## config.mk

```make
export PLATFORM = sky130hd
export DESIGN_NAME = mcl_horner_stage
export DESIGN_NICKNAME = d
export VERILOG_FILES = /design/src/rtl/mcl_horner_stage.sv
export SDC_FILE = /design/constraint.sdc
export NUM_CORES = 1
export LEC_CHECK = 0
export ABC_CLOCK_PERIOD_IN_PS = 3550
export CAP_MARGIN = 20
export CORE_ASPECT_RATIO = 1.4
export CORE_MARGIN = 3
export CORE_UTILIZATION = 43
export CTS_BUF_LIST = sky130_fd_sc_hd__clkbuf_2
export DETAILED_ROUTE_END_ITERATION = 10
export DONT_BUFFER_PORTS = 1
export PLACE_DENSITY = 0.63
export SYNTH_ARGS = -nofsm -noshare
export SYNTH_HDL_FRONTEND = slang
export SYNTH_SLANG_ARGS = --single-unit
```

## constraint.sdc

```tcl
create_clock -name clk -period 3.55 [get_ports clk]
set_input_delay 0.355 -clock clk [delete_from_list [all_inputs] [get_ports clk]]
set_output_delay 0.355 -clock clk [all_outputs]
set_load 0.01 [all_outputs]
```

## src/rtl/mcl_horner_stage.sv

```systemverilog
// rtl/mcl_horner_stage.sv - one Horner step (post = mult_1*mult_2 + add_1) of the fixed-point sine pipeline
// Sign-magnitude operands; elastic in-order slot chain carrying x and x^2 in lockstep with the result.
module mcl_horner_stage #(
    parameter int FXD_N               = 8,
    parameter int FXD_Q               = 4,
    parameter int NUM_CYCLES_FOR_MULT = 1,
    parameter int NUM_CYCLES_FOR_ADD  = 1
) (
    input  logic             clk,
    input  logic             rst_n,
    input  logic             pre_avail_mult_1,
    output logic             pre_get_mult_1,
    input  logic [FXD_N-1:0] pre_data_mult_1,
    input  logic             pre_avail_mult_2,
    output logic             pre_get_mult_2,
    input  logic [FXD_N-1:0] pre_data_mult_2,
    input  logic             pre_avail_add_1,
    output logic             pre_get_add_1,
    input  logic [FXD_N-1:0] pre_data_add_1,
    output logic             post_avail_mul_add,
    input  logic             post_get_mul_add,
    output logic [FXD_N-1:0] post_data_mul_add,
    input  logic             pre_avail_pl_x,
    output logic             pre_get_pl_x,
    input  logic [FXD_N-1:0] pre_data_pl_x,
    output logic             post_avail_pl_x,
    input  logic             post_get_pl_x,
    output logic [FXD_N-1:0] post_data_pl_x,
    input  logic             pre_avail_pl_x2,
    output logic             pre_get_pl_x2,
    input  logic [FXD_N-1:0] pre_data_pl_x2,
    output logic             post_avail_pl_x2,
    input  logic             post_get_pl_x2,
    output logic [FXD_N-1:0] post_data_pl_x2
);

    localparam int MS = NUM_CYCLES_FOR_MULT;
    localparam int AS = NUM_CYCLES_FOR_ADD;
    localparam int L  = MS + AS;
    localparam int MW = FXD_N - 1;
    localparam int PW = 2 * MW;
    localparam logic [MW-1:0] MAG_MAX = {MW{1'b1}};

    function automatic logic [FXD_N-1:0] fx_mul(input logic [FXD_N-1:0] a, input logic [FXD_N-1:0] b);
        logic [PW-1:0] p;
        logic [MW-1:0] m;
        logic          s;
        p = {{MW{1'b0}}, a[MW-1:0]} * {{MW{1'b0}}, b[MW-1:0]};
        p = p >> FXD_Q;
        if (p > {{MW{1'b0}}, MAG_MAX}) m = MAG_MAX;
        else                           m = p[MW-1:0];
        s = (a[MW] ^ b[MW]) & (m != '0);
        return {s, m};
    endfunction

    function automatic logic [FXD_N-1:0] fx_add(input logic [FXD_N-1:0] a, input logic [FXD_N-1:0] b);
        logic [MW:0]   sum;
        logic [MW-1:0] m;
        logic          s;
        sum = {1'b0, a[MW-1:0]} + {1'b0, b[MW-1:0]};
        if (a[MW] == b[MW]) begin
            m = sum[MW] ? MAG_MAX : sum[MW-1:0];
            s = a[MW];
        end else if (a[MW-1:0] >= b[MW-1:0]) begin
            m = a[MW-1:0] - b[MW-1:0];
            s = a[MW];
        end else begin
            m = b[MW-1:0] - a[MW-1:0];
            s = b[MW];
        end
        s = s & (m != '0);
        return {s, m};
    endfunction

    logic [L-1:0]     valid_q, valid_d;
    logic [FXD_N-1:0] m_prod_q [MS];
    logic [FXD_N-1:0] m_prod_d [MS];
    logic [FXD_N-1:0] m_add_q  [MS];
    logic [FXD_N-1:0] m_add_d  [MS];
    logic [FXD_N-1:0] m_x_q    [MS];
    logic [FXD_N-1:0] m_x_d    [MS];
    logic [FXD_N-1:0] m_x2_q   [MS];
    logic [FXD_N-1:0] m_x2_d   [MS];
    logic [FXD_N-1:0] a_sum_q  [AS];
    logic [FXD_N-1:0] a_sum_d  [AS];
    logic [FXD_N-1:0] a_x_q    [AS];
    logic [FXD_N-1:0] a_x_d    [AS];
    logic [FXD_N-1:0] a_x2_q   [AS];
    logic [FXD_N-1:0] a_x2_d   [AS];

    logic         in_ok;
    logic         pop;
    logic         accept;
    logic [L:0]   ready;
    logic [L-1:0] adv;
    logic [L-1:0] load;

    always_comb begin
        in_ok  = pre_avail_mult_1 & pre_avail_mult_2 & pre_avail_add_1 & pre_avail_pl_x & pre_avail_pl_x2;
        pop    = valid_q[L-1] & post_get_mul_add & post_get_pl_x & post_get_pl_x2;
        ready  = '0;
        adv    = '0;
        load   = '0;
        // ready[L] stands for the downstream sink; each slot drains only into a ready successor
        ready[L] = pop;
        for (int k = L - 1; k >= 0; k--) begin
            adv[k]   = valid_q[k] & ready[k+1];
            ready[k] = ~valid_q[k] | adv[k];
        end
        accept  = in_ok & ready[0];
        load[0] = accept;
        for (int k = 1; k < L; k++) load[k] = adv[k-1];
        for (int k = 0; k < L; k++) valid_d[k] = load[k] | (valid_q[k] & ~adv[k]);

        m_prod_d = m_prod_q;
        m_add_d  = m_add_q;
        m_x_d    = m_x_q;
        m_x2_d   = m_x2_q;
        a_sum_d  = a_sum_q;
        a_x_d    = a_x_q;
        a_x2_d   = a_x2_q;

        if (load[0]) begin
            m_prod_d[0] = fx_mul(pre_data_mult_1, pre_data_mult_2);
            m_add_d[0]  = pre_data_add_1;
            m_x_d[0]    = pre_data_pl_x;
            m_x2_d[0]   = pre_data_pl_x2;
        end
        for (int k = 1; k < MS; k++) begin
            if (load[k]) begin
                m_prod_d[k] = m_prod_q[k-1];
                m_add_d[k]  = m_add_q[k-1];
                m_x_d[k]    = m_x_q[k-1];
                m_x2_d[k]   = m_x2_q[k-1];
            end
        end
        if (load[MS]) begin
            a_sum_d[0] = fx_add(m_prod_q[MS-1], m_add_q[MS-1]);
            a_x_d[0]   = m_x_q[MS-1];
            a_x2_d[0]  = m_x2_q[MS-1];
        end
        for (int j = 1; j < AS; j++) begin
            if (load[MS+j]) begin
                a_sum_d[j] = a_sum_q[j-1];
                a_x_d[j]   = a_x_q[j-1];
                a_x2_d[j]  = a_x2_q[j-1];
            end
        end
    end

    always_ff @(posedge clk or negedge rst_n) begin
        if (!rst_n) begin
            valid_q <= '0;
            for (int k = 0; k < MS; k++) begin
                m_prod_q[k] <= '0;
                m_add_q[k]  <= '0;
                m_x_q[k]    <= '0;
                m_x2_q[k]   <= '0;
            end
            for (int j = 0; j < AS; j++) begin
                a_sum_q[j] <= '0;
                a_x_q[j]   <= '0;
                a_x2_q[j]  <= '0;
            end
        end else begin
            valid_q  <= valid_d;
            m_prod_q <= m_prod_d;
            m_add_q  <= m_add_d;
            m_x_q    <= m_x_d;
            m_x2_q   <= m_x2_d;
            a_sum_q  <= a_sum_d;
            a_x_q    <= a_x_d;
            a_x2_q   <= a_x2_d;
        end
    end

    assign pre_get_mult_1     = accept;
    assign pre_get_mult_2     = accept;
    assign pre_get_add_1      = accept;
    assign pre_get_pl_x       = accept;
    assign pre_get_pl_x2      = accept;
    assign post_avail_mul_add = valid_q[L-1];
    assign post_avail_pl_x    = valid_q[L-1];
    assign post_avail_pl_x2   = valid_q[L-1];
    assign post_data_mul_add  = a_sum_q[AS-1];
    assign post_data_pl_x     = a_x_q[AS-1];
    assign post_data_pl_x2    = a_x2_q[AS-1];

endmodule

```

# Word level (Yosys, flattened, before mapping)
# Cells that the tools add are included.
dict set report totals {
  reg_bits 58
  mem_bits_rw 0
  latchBits 0
  memories 0
  romBits 0
}
dict set report op_classes {
  magnitude_cmp 2
  n_shift 0
  n_mux 9
  bitwise_logic 23
  reduce_logical 2
  n_div 0
  eq_ne 1
  mul 1
  n_addsub 3
}
# op n
set op_table {}
lappend op_table {{7-bit two-way mux} 6}
lappend op_table {{1-bit AND} 14}
lappend op_table {{7-bit by 7-bit multiplier with 14-bit output} 1}
lappend op_table {{7-bit nonzero test} 2}
lappend op_table {{7-bit subtractor} 2}
lappend op_table {{10-bit by 7-bit > comparator with 1-bit output (second input constant)} 1}
lappend op_table {{7-bit by 7-bit adder with 8-bit output} 1}
lappend op_table {{7-bit >= comparator} 1}
lappend op_table {{1-bit inverter} 4}
lappend op_table {{1-bit OR} 4}
lappend op_table {{1-bit two-way mux} 3}
lappend op_table {{1-bit == test} 1}
lappend op_table {{1-bit XOR} 1}

# Depth between registers and ports, before layout
dict set report logic_depth {
  ltp_word 11
  mapped_depth 18
  depth_no_buf 18
}

# Least setup slack after synthesis
# OpenSTA, ideal clock, no wires.
dict set report synth_timing {
  kind {input to register}
  start {in pre_data_mult_1[3]}
  end {reg m_prod_q[7] (netlist bit)}
  setup_slack_ns -1.190
  stages 18
  arrival_ns 4.658
  path_buffers 0
  path_cell_list {and2_1 > fa_1 > inv_1 > fa_1 > inv_1 > fa_1 > inv_1 > fa_1 > inv_1 > ha_1 > a21o_1 > a21o_1 > a21oi_1 > o31ai_4 > o31ai_1 > mux2i_1 > nor3_1 > a31oi_1}
}
dict set report synth_via {
  elab_chain_cells 6
}
# element line
set synth_lines {}
lappend synth_lines {{start: declaration} 13} ;# input logic [FXD_N-1:0] pre_data_mult_1,
lappend synth_lines {{7-bit by 7-bit multiplier with 14-bit output (*)} 48} ;# p = {{MW{1'b0}}, a[MW-1:0]} * {{MW{1'b0}}, b[MW-1:0]};
lappend synth_lines {{10-bit by 7-bit > comparator with 1-bit output} 50} ;# if (p > {{MW{1'b0}}, MAG_MAX}) m = MAG_MAX;
lappend synth_lines {{7-bit two-way mux (*)} 50}
lappend synth_lines {{7-bit two-way mux (*)} 123} ;# if (load[0]) begin
lappend synth_lines {{7-bit nonzero test (*)} 52} ;# s = (a[MW] ^ b[MW]) & (m != '0);
lappend synth_lines {{1-bit AND (*)} 52}
lappend synth_lines {{end signal: assignment} 167} ;# m_prod_q <= m_prod_d;
lappend synth_lines {{end: declaration} 76} ;# logic [FXD_N-1:0] m_prod_q [MS];
# Mark *: on every way between the ends. The rest lies on a longest branch, timed or not. The select of a mux whose other input is x is not followed.
# A chain may end at the register's enable or synchronous reset.

# Worst setup path after layout
dict set report layout_timing {
  start {in pre_data_mult_2[1]}
  end {reg m_prod_q[1] (netlist bit)}
}
dict set report layout_via {
  elab_chain_cells 4
}
# element line
set layout_lines {}
lappend layout_lines {{start: declaration} 16} ;# input logic [FXD_N-1:0] pre_data_mult_2,
lappend layout_lines {{7-bit by 7-bit multiplier with 14-bit output (*)} 48}
lappend layout_lines {{10-bit by 7-bit > comparator with 1-bit output} 50}
lappend layout_lines {{7-bit two-way mux (*)} 50}
lappend layout_lines {{7-bit two-way mux (*)} 123}
# Marks and branches as above.

==> results_dict.tcl <==
set metrics [dict create \
    use_met3_pct 3.61 \
    async_flop_share_pct 100 \
    cts.clk_slew.worst_paths_ns 0.15 \
    overflow 0 \
    pin_count 82 \
    post_route_antenna_net_violation_count 0 \
    hold_violations 0 \
    clock_share_of_power_pct 12.8 \
    total_switching_power_uw 1550 \
    largest_net_degree_at_the_start_of_global_routing 59 \
    grt-busiest-layer "met2" \
    pwr-share-seq_pct 29.4 \
    postCtsSetupBuffers 0 \
    synth_fp_nets 619 \
    static-leakage-power_uw 0.00264 \
    final_number_of_setup_violating_endpoints 8 \
    max_freq_mhz 262 \
    route.vias.total 3451 \
    die_w_um 94.9 \
    numPlacedInstances 629 \
    grt_first_pass_wirelength_um 16300 \
    relSlewSlack_pct 50.2 \
    finalCritPeriodShare_pct 108 \
    power.density_mw_per_mm2 664 \
    worstPathArrival_ns 4.21 \
    violations "setup timing" \
    seq_area_mm2 0.00145 \
    worst_pin_slew_ns 0.744 \
    row_count 44 \
    cts_made_buffers 9 \
    syn_area_mm2 0.00476 \
    synthDistinctLibCells 59 \
    hold_path.class "in2reg" \
    synth_enable_flop_cells 0 \
    drc 0 \
    initial_core_util_pct 45.0 \
    worst_setup_path_start_kind "input port" \
    critical_path.max_fanout 7 \
    met2_track_demand_over_resource_pct 30.5 \
    netSwitchingFraction_pct 42.9 \
    maxCapViolations 0 \
    yosys_register_bits 58 \
    nature_of_the_critical_path_endpoint "register" \
    post-dp-hpwl_um 7850 \
    detail_route.wl_per_cell_um 14.5 \
    drt_pre_antenna_iters 4 \
    first_global_vias 3610 \
    pwr-share-comb_pct 57.8 \
    global_route.usage.total_pct 16.5 \
    layout.nets 655 \
    clock_sinks 58 \
    post_route_cells_drive_above_1_share_pct 13.9 \
    synth.yosys.warnings 0 \
    multiInputGateArea_mm2 0.00306 \
    dominantRegCellSynth "dfrtp_1" \
    die-height_um 130 \
    layout.cells.non_filler 672 \
    worst_clk_skew_ns 0.0213 \
    final.setup.worst_slack_ns -0.267 \
    buffer_ports.inserted 0 \
    synth.avg_cell_area_um2 9.65 \
    cts-root-to-sink-buffers 2 \
    routed_via_density 5.14 \
    fillerInstances 965 \
    clock_tree_from_tritoncts "done" \
    critical_path_class "in2reg" \
    internal_power_uw 2060 \
    rsz0062_at_grt "true" \
    core_area_mm2 0.0106 \
    layout_min_cycle_time_ns 3.82 \
    antenna_found_initial 0 \
    gp_congestion 0.867 \
    gr-usage-met1_pct 18.2 \
    die_area_mm2 0.0124 \
    status "complete, but fails checks" \
    netlist_instances 493 \
    cell_at_the_root_of_the_clock_tree "clkbuf_2" \
    h-tree-depth 3 \
    insertion_delay_ns 0.48 \
    cp_data_required_time_ns 3.94 \
    drt_iter0_drc 127 \
    area.growth.synth_to_final_pct 14.0 \
    wl_um 9740 \
    finalMaxSlewViolations 0 \
    ys_seq_area_share_pct 30.5 \
    irDropWorstVdd_mv 0.198 \
    post-route-util_pct 51.3 \
]
-- final cells by class --
class,count,area share [%]
tap,138,3.18
antenna,1,0.0461
sequential,58,26.8
inverter,44,3.05
clock inverter,6,1.52
clock buffer,9,0.831
timing repair buffer,47,8.14
multi-input combinational,369,56.5
-- logic make-up (layout without fill, tap and decap cells) --
kind of cell / Yosys count / in the layout / share of synthesized area (%)
muxes: 25 / 25 / 5.84
adders and majority gates: 76 / 76 / 24.1
DFF: 58 / 58 / 30.5
and+or+nand+nor: 170 / 170 / 18.0
xor gates and xnor gates: 16 / 16 / 2.94
AOI/OAI and AO/OA: 82 / 82 / 12.7
other: 0 / 1 / 0
buffers and inverters: 66 / 106 / 5.97
-- repair_timing --
item,CTS,global route
hold endpoints to repair,83,0
hold buffers,27,0
cloned,0,0
pin swaps,1,0
endpoints found under the setup margin,8,8
resized for setup,4,2
-- state kept, by name (all words and copies together), names as in the netlist --
name               cells
m_add_q                8
m_prod_q               8
m_x2_q                 8
m_x_q                  8
post_data_mul_add      8
post_data_pl_x2        8
post_data_pl_x         8
valid_q                2
-- worst max-delay path, stage by stage --
cell,delay [ns]
and2_4,0.14
fa_1,0.52
inv_1,0.05
fa_1,0.48
inv_1,0.05
fa_1,0.47
inv_1,0.05
fa_1,0.49
inv_2,0.05
ha_4,0.21
a21o_1,0.15
a21o_1,0.16
a21oi_2,0.16
o31ai_4,0.09
o31ai_2,0.23
mux2i_2,0.26
buf_6,0.16
nor3_4,0.04
a21oi_1,0.13
-- metal layers --
metal  wire [um]  up-vias  share of wire [%]
li1            -     1711                  -
met1        3860     1642                 40
met2        5240       78                 54
met3         410       20                4.2
met4         223        0                2.3
met5           0        -                  0
-- Yosys cell counts, types with 2 or more instances --
library cell / number / area [um2]
ha_1: 50 / 626
o21ai_2: 2 / 17.5
buf_2: 2 / 10.0
nor2_1: 14 / 52.6
dfrtp_1: 58 / 1450
nor3_1: 6 / 30.0
and2_1: 41 / 257
mux2_2: 18 / 203
a21oi_1: 16 / 80.1
xnor2_1: 11 / 96.3
a211oi_1: 2 / 15.0
o21bai_1: 4 / 30.0
o2111a_1: 2 / 22.5
nor2b_1: 5 / 31.3
xor2_1: 5 / 43.8
nand2_1: 76 / 285
o21a_1: 2 / 15.0
and3_1: 2 / 12.5
and3_4: 2 / 22.5
inv_1: 44 / 165
a31oi_4: 2 / 42.5
nand3_1: 6 / 30.0
buf_4: 7 / 52.6
clkbuf_1: 11 / 41.3
nand2b_1: 6 / 37.5
fa_1: 26 / 521
a21o_1: 5 / 37.5
mux2i_1: 6 / 60.1
a31oi_1: 5 / 31.3
a22oi_1: 4 / 30.0
or3_1: 2 / 12.5
o21ai_0: 24 / 120
-- stage by stage --
stage               hold slack (ns)  cell area [um2]  TNS (ns)  power (uW)  worst slack, ns
finish                       0.0613             5420     -2.04        3600           -0.267
floorplan                    0.0594             4790     -5.95        2630           -0.756
detailed placement           0.0605             4990     -6.32        3120           -0.806
CTS                          0.0146             5410     -1.77        3640           -0.237
global route                 0.0351             5420     -3.32        3950           -0.436
global placement             0.0607             4990     -5.98        3050           -0.761
-- power groups by stage --
stage | Sequential, uW | Combinational [uW] | Clock, uW
after floorplan | 1030 | 1600 | 0
after global placement | 1070 | 1990 | 0
after detailed placement | 1080 | 2040 | 0
after CTS | 1060 | 2100 | 478
after global routing | 1090 | 2360 | 504
final | 1060 | 2080 | 460
-- cell usage in the layout (no fill, tap or decap), drive strengths merged, types with 4 or more instances in the layout --
master        n
a21o          5
a21oi        17
a22oi         4
a31oi         7
and2         41
and3          4
buf          21
clkbuf        9
clkinv        4
dfrtp        58
dlygate4sd3  26
fa           26
ha           50
inv          43
mux2         19
mux2i         6
nand2        76
nand2b        6
nand3         6
nor2         14
nor2b         5
nor3          6
o21ai        27
o21bai        4
xnor2        11
xor2          5
-- worst paths after layout --
path                                          from                   end  slack [ns]  cells past startpoint
worst max-delay path            pre_data_mult_2[1]           m_prod_q[1]       -0.27                     19
worst min-delay path               pre_avail_pl_x2            valid_q[0]        0.06                      2
worst max register to register         m_prod_q[1]  post_data_mul_add[7]        0.50                     10
worst min register to register           m_x2_q[2]             m_x2_q[2]        0.49                      2
max in group asynchronous                    rst_n           m_prod_q[3]        2.91                      2
min in group asynchronous                    rst_n     post_data_pl_x[5]        0.39                      2
(Power assumes the default switching activity.)
